<file path="config.mk">
export PLATFORM = sky130hd
export DESIGN_NAME = i2s_frame_tx
export DESIGN_NICKNAME = d
export VERILOG_FILES = /design/src/rtl/i2s_frame_tx.sv
export SDC_FILE = /design/constraint.sdc
export NUM_CORES = 1
export LEC_CHECK = 0
export CORE_AREA = 3 3 96 144
export DETAILED_ROUTE_END_ITERATION = 7
export DIE_AREA = 0 0 99 147
export SLEW_MARGIN = 15
export SYNTH_ARGS = -nofsm -noshare
export SYNTH_HDL_FRONTEND = slang
export SYNTH_SLANG_ARGS = --single-unit
</file>
<file path="constraint.sdc">
create_clock -name clk -period 2.2 [get_ports clk]
set_input_delay 0.55 -clock clk [delete_from_list [all_inputs] [get_ports clk]]
set_output_delay 0.55 -clock clk [all_outputs]
set_load 0.01 [all_outputs]
</file>
<file path="src/rtl/i2s_frame_tx.sv">
// Serializes one row frame for the i2s_mask array: a 16-bit header, then (nx+1)*(ny+1)
// payload words, MSB first, with a clock enable that stalls the gated bit clock.
module i2s_frame_tx #(
  parameter int HDR_W  = 16,
  parameter int WORD_W = 16
) (
  input  logic              clk,
  input  logic              rst_n,
  input  logic              start,
  input  logic [3:0]        num_modules_x,
  input  logic [3:0]        num_modules_y,
  input  logic [5:0]        row_num,
  input  logic [WORD_W-1:0] pld_data,
  input  logic              pld_valid,
  output logic              pld_ready,
  output logic              i2s_data,
  output logic              i2s_clk_en,
  output logic              busy,
  output logic              frame_done,
  output logic [15:0]       stall_cnt
);

  // Payload handshake: a word is taken on any rising edge where pld_valid && pld_ready.
  // pld_ready depends only on state/counters, never on pld_valid.

  typedef enum logic [2:0] {IDLE, HEADER, PAYLOAD, WAIT, DONE} state_t;

  localparam logic [3:0] BIT_LAST = 4'(WORD_W - 1);

  state_t            state;
  logic [WORD_W-1:0] sr;
  logic [3:0]        bit_cnt;
  logic [8:0]        words_left;

  logic [HDR_W-1:0]  header;
  logic [4:0]        nx_p1;
  logic [4:0]        ny_p1;
  logic [8:0]        total_words;
  logic              last_word;

  assign header      = {num_modules_x, num_modules_y, 2'b00, row_num};
  assign nx_p1       = {1'b0, num_modules_x} + 5'd1;
  assign ny_p1       = {1'b0, num_modules_y} + 5'd1;
  assign total_words = {4'b0, nx_p1} * {4'b0, ny_p1};
  assign last_word   = (state == PAYLOAD) && (words_left == 9'd1);

  // Prefetch window: bit 0 of the header or of a non-final word, plus all of WAIT.
  assign pld_ready = (state == WAIT) ||
                     ((bit_cnt == 4'd0) &&
                      ((state == HEADER) || ((state == PAYLOAD) && (words_left != 9'd1))));

  always_ff @(posedge clk or negedge rst_n) begin
    if (!rst_n) begin
      state      <= IDLE;
      sr         <= '0;
      bit_cnt    <= '0;
      words_left <= '0;
      i2s_data   <= 1'b0;
      i2s_clk_en <= 1'b0;
      busy       <= 1'b0;
      frame_done <= 1'b0;
      stall_cnt  <= '0;
    end else begin
      frame_done <= 1'b0;
      unique case (state)
        IDLE: begin
          i2s_clk_en <= 1'b0;
          i2s_data   <= 1'b0;
          busy       <= 1'b0;
          if (start) begin
            i2s_data   <= header[HDR_W-1];
            sr         <= {header[HDR_W-2:0], 1'b0};
            bit_cnt    <= BIT_LAST;
            words_left <= total_words;
            stall_cnt  <= '0;
            busy       <= 1'b1;
            i2s_clk_en <= 1'b1;
            state      <= HEADER;
          end
        end

        HEADER, PAYLOAD: begin
          if (bit_cnt != 4'd0) begin
            i2s_data <= sr[WORD_W-1];
            sr       <= {sr[WORD_W-2:0], 1'b0};
            bit_cnt  <= bit_cnt - 4'd1;
          end else begin
            if (state == PAYLOAD) words_left <= words_left - 9'd1;
            if (last_word) begin
              i2s_clk_en <= 1'b0;
              i2s_data   <= 1'b0;
              frame_done <= 1'b1;
              state      <= DONE;
            end else if (pld_valid) begin
              i2s_data   <= pld_data[WORD_W-1];
              sr         <= {pld_data[WORD_W-2:0], 1'b0};
              bit_cnt    <= BIT_LAST;
              i2s_clk_en <= 1'b1;
              state      <= PAYLOAD;
            end else begin
              i2s_clk_en <= 1'b0;
              state      <= WAIT;
            end
          end
        end

        WAIT: begin
          // i2s_data keeps the last bit so the stalled line does not toggle.
          i2s_clk_en <= 1'b0;
          if (stall_cnt != 16'hFFFF) stall_cnt <= stall_cnt + 16'd1;
          if (pld_valid) begin
            i2s_data   <= pld_data[WORD_W-1];
            sr         <= {pld_data[WORD_W-2:0], 1'b0};
            bit_cnt    <= BIT_LAST;
            i2s_clk_en <= 1'b1;
            state      <= PAYLOAD;
          end
        end

        DONE: begin
          i2s_clk_en <= 1'b0;
          i2s_data   <= 1'b0;
          busy       <= 1'b0;
          state      <= IDLE;
        end

        default: state <= IDLE;
      endcase
    end
  end

endmodule

</file>
# After elaboration in Yosys (flattened, before gate mapping)
# Index checks and enable logic that the tools add are counted.
[totals]
reg_bits = 52
in_bits = 34
wordCells = 84
output_inout_bits = 21
[classes]
reduce_logical = 19
eq_ne = 13
n_addsub = 5
n_mul = 1
muxes = 37
[op_table]
columns = ["cell", "n"]
rows = [
  ["$mux W16", 6],
  ["$pmux W16 S3", 1],
  ["$pmux W16 S2", 1],
  ["$mux W9", 3],
  ["$pmux W9 S2", 1],
  ["$add A16 B1 Y16 const B", 1],
  ["$mux W4", 4],
  ["$ne A16 B16 Y1 const B", 1],
  ["$mux W1", 12],
  ["$mux W3", 4],
  ["$pmux W4 S3", 1],
  ["$add A4 B1 Y5 const B", 2],
  ["$eq A9 B1 Y1 const B", 1],
  ["$mul A5 B5 Y9", 1],
  ["$ne A9 B1 Y1 const B", 1],
  ["$pmux W3 S3", 1],
  ["$reduce_and A3 Y1", 3],
  ["$sub A9 B1 Y9 const B", 1],
  ["$ne A2 B2 Y1 const B", 4],
  ["$pmux W1 S4", 2],
  ["$reduce_bool A4 Y1", 2],
  ["$eq A3 B2 Y1 const B", 2],
  ["$reduce_bool A2 Y1", 3],
  ["$logic_not A4 Y1", 1],
  ["13 further kinds", 16],
]

# Depth between registers and ports, before layout
[depth]
word_depth = 5
depth_mapped = 14
ltp_nobuf = 14

# Worst setup path after synthesis
# Ideal clock, no wire load.
[synth_path]
kind = "input to register"
start = "input port num_modules_y[0]"
end = "register words_left[7]"
t_required_ps = 2135
slack_ps = -1739
n_path_buf = 0
t_arrival_ps = 3874
cell_stages = 12
setup_ps = 65
cell_sequence = "ha_1 xnor2_1 or2_2 fa_1 fa_1 fa_1 inv_1 ha_1 a21o_1 a2111oi_0 a31o_2 a211o_1"
[synth_between]
elab_chain_cells = 4
[synth_lines]
columns = ["item", "line_no", "text"]
rows = [
  ["start, declared", "11", "input logic [3:0] num_modules_y,"],
  ["$add A4 B1 Y5", "43", "assign ny_p1 = {1'b0, num_modules_y} + 5'd1;"],
  ["$mul A5 B5 Y9", "44", "assign total_words = {4'b0, nx_p1} * {4'b0, ny_p1};"],
  ["$mux W9", "70", "if (start) begin"],
  ["$pmux W9 S2", "65", "unique case (state)"],
  ["end signal, assigned", "74", "words_left <= total_words;"],
  ["end signal, assigned", "88", "if (state == PAYLOAD) words_left <= words_left - 9'd1;"],
  ["end, declared", "33", "logic [8:0] words_left;"],
]
# No other way between the ends. The select of a mux whose other input is x is not followed.
# A chain may end at the register's enable or synchronous reset.

# Worst setup path after layout
[layout_path]
start = "input port num_modules_y[1]"
end = "register words_left[8]"
# Same word-level chain as after synthesis.

==> results.cfg <==
[run_status]
outcome = finished with violations
violations = setup timing

[timing]
finalSetupTns_ps = -7550
rsz0062_at_grt = true
finalHoldViolations = 0
max_freq_mhz = 280
tightest_slew_ps = 751
setup_viol = 8
skew_ps = 11.2
finalCritPeriodShare_pct = 162
setup_ws_ps = -1370
max-slew-margin-rel_pct = 49.8
timing.final.max_slew_violations = 0
min_period_ps = 3570

[clock_tree]
htreeDepth = 2
tritoncts = built
root_buffer = clkbuf_16
clockBufferDepth = 2
numCtsBuffers = 5
clkLatencyLatePin_ps = 300
cts_sinks = 52
cts.clk_slew.worst_paths_ps = 70

[synthesis]
synthTopCellsByCount = 52 x dfrtp_1, 47 x nand2_1, 45 x nor2_1
yosys_warnings = 0
synth_fp_nets = 493
yosysTopAreaCell = dfrtp_1
synthFlopType = dfrtp_1
synth_seq_area_share_pct = 34.3
synth.top_cell.area_share_pct = 34.3
synth.most_common_cell = dfrtp_1
synth_edf_count = 0
avgSynthCellArea_um2 = 8.88
async_flop_share_pct = 100
synth.cell_area_mm2 = 0.00379
ys_types = 67
syn_inst = 427
synthTopCellsByArea = dfrtp_1 34%, ha_1 7.9%, nand2_1 4.7%
ys_seq_elements = 52

[floorplan]
die_h_um = 147
core_area_mm2 = 0.0126
start_util_pct = 30.2
die_area_mm2 = 0.0146
rows = 50
die_w_um = 99
ios = 55

[route]
drt_wl_total_mm = 11.1
via_count = 3651
first_pass_iters = 4
drt-wirelength-per-cell_um = 15.7
viasPerCell = 5.16
drc = 0
drtAntennaViolNets = 0
drtIter0Drc = 157

[critical_path]
cp_top_family = adder cells
cp-start-kind = primary input
required_ps = 2380
crit_slowest_cell = fa_1
rrSetupSlack_ps = 50
criticalPathCategory = in -> reg
critPathBufInv = 2
crit_fanout = 4
end_kind = register
crit_top_cell = fa_1
crit_chain = buf_6 -> ha_4 -> xnor2_2 -> or2_4 -> fa_1 -> fa_1 -> fa_1 -> inv_2 -> ha_4 -> nand2b_4 -> a21oi_4 -> o22ai_1 -> xnor2_1 -> a211o_1
max_stage_delay_ps = 540
critPathArrivalTime_ps = 3760

[global_route]
grt_pass1_wl_mm = 18.5
grt_pass1_vias = 3858
antenna_found_initial = 0
overflow = 0
grt.total_usage_pct = 15.1
grt_max_degree = 33

[power_and_ir_drop]
pwr-share-clk_pct = 13.4
power_frac_comb_pct = 61.0
powerDensity_mw_per_mm2 = 1120
p_sw_share_pct = 41.4
p_leak_nw = 2.47
power_frac_seq_pct = 25.7
p_sw_mw = 2.57
p_int_mw = 3.65
peakVddDrop_mv = 0.498

[placed_design]
dpl.hpwl_mm = 8.35
dpl.cell_count = 692
io_buffers = 54
gp_congestion = 0.867
pre_cts_ws_ps = -2210
placed_area_mm2 = 0.00510

[run]
maxCapViolCount = 0

[layout]
drive_above_1_share_pct = 28.7
fin_util_pct = 44.0
nets = 616
final_area_mm2 = 0.00553
fin_cells = 707
antenna_cells = 0
syn_to_final_growth_pct = 45.8

[hold_path]
hold_class = in -> async
-- through the flow --
stage	power [mW]	hold WS [ps]
6_report	6.22	219
5_1_grt	6.73	253
4_1_cts	6.08	232
3_5_place_dp	5.08	490
3_3_place_gp	5.00	473
2_1_floorplan	3.68	254
-- final cells by class --
class | count | area [µm²]
fill | 1226 | 7050
multi-input combinational | 336 | 2600
sequential | 52 | 1300
timing repair buffer | 135 | 1200
tap | 156 | 195
clock buffer | 6 | 139
inverter | 20 | 75.1
clock inverter | 2 | 17.5
-- path summary, 6_finish.rpt --
kind / from / endpoint / cells after the start
setup / recovery: num_modules_y[1] / words_left[8] / 14
hold / removal: rst_n / sr[13] / 1
setup reg to reg: bit_cnt[1] / words_left[7] / 8
hold reg to reg: sr[0] / sr[0] / 1
max in group asynchronous: rst_n / words_left[0] / 2
min in group clk: sr[0] / sr[0] / 1
-- state kept, by name (all words and copies together) (netlist names) --
register and flops:
words_left 9, bit_cnt 4, i2s_data 1, busy 1
state 3, frame_done 1, sr 16, stall_cnt 16
i2s_clk_en 1
-- worst reg2reg max path, stage by stage (launching register included) --
cell	delay [ps]
dfrtp_1	390
inv_2	80
ha_4	130
or3b_4	390
buf_4	180
or3_4	390
nand2_4	110
a31oi_1	100
a211o_1	270
-- per-layer routing --
layer  wire, µm  track usage [%]  share of wire [%]
met5          0                0                  0
met4        140             3.96                1.3
met3        254             1.52                2.3
met2       6240             28.2                 56
met1       4500             18.3                 40
-- power by group through the flow --
stage               clock (mW)  sequential [mW]  combinational (mW)
floorplan                    0             1.64                2.04
global placement             0             1.59                3.41
detailed placement           0             1.60                3.47
CTS                      0.860             1.60                3.62
global route             0.898             1.64                4.19
finish                   0.832             1.60                3.79
-- repair_timing --
item | CTS | global route
endpoints found under the setup margin | 12 | 21
resized for setup | 63 | 22
buffers inserted | 6 | 4
pin swaps | 30 | 8
hold buffers | 0 | 0
-- cells in the final DEF, fill, tap and decap left out, types with 5 or more instances in the layout --
| master | count |
|---|---|
| o21ai_0 | 18 |
| a32oi_1 | 13 |
| nand3_1 | 15 |
| inv_1 | 16 |
| ha_4 | 8 |
| a31oi_1 | 5 |
| fa_1 | 8 |
| dfrtp_1 | 52 |
| clkbuf_16 | 5 |
| xnor2_1 | 6 |
| buf_6 | 8 |
| clkdlybuf4s50_1 | 44 |
| ha_1 | 16 |
| a22o_1 | 15 |
| nand2b_1 | 6 |
| nor2_1 | 39 |
| nor2_2 | 5 |
| nor3b_1 | 5 |
| xor2_1 | 9 |
| buf_4 | 74 |
| nor3_1 | 11 |
| nand2_1 | 46 |
| a21oi_1 | 12 |
-- logic make-up (layout without fill, tap and decap cells) --
| family | count (synthesis) | count (layout) | synth area share [%] |
|---|---|---|---|
| AO/OA/AOI/OAI | 112 | 112 | 21.3 |
| XOR/XNOR | 17 | 17 | 3.93 |
| adder cells (fa/ha/maj) | 32 | 32 | 12.1 |
| buffers and inverters | 39 | 163 | 4.75 |
| flip-flops | 52 | 52 | 34.3 |
| multiplexers | 3 | 3 | 0.825 |
| AND/OR/NAND/NOR | 172 | 172 | 22.8 |
No activity file was read; power rests on OpenSTA's default activity.
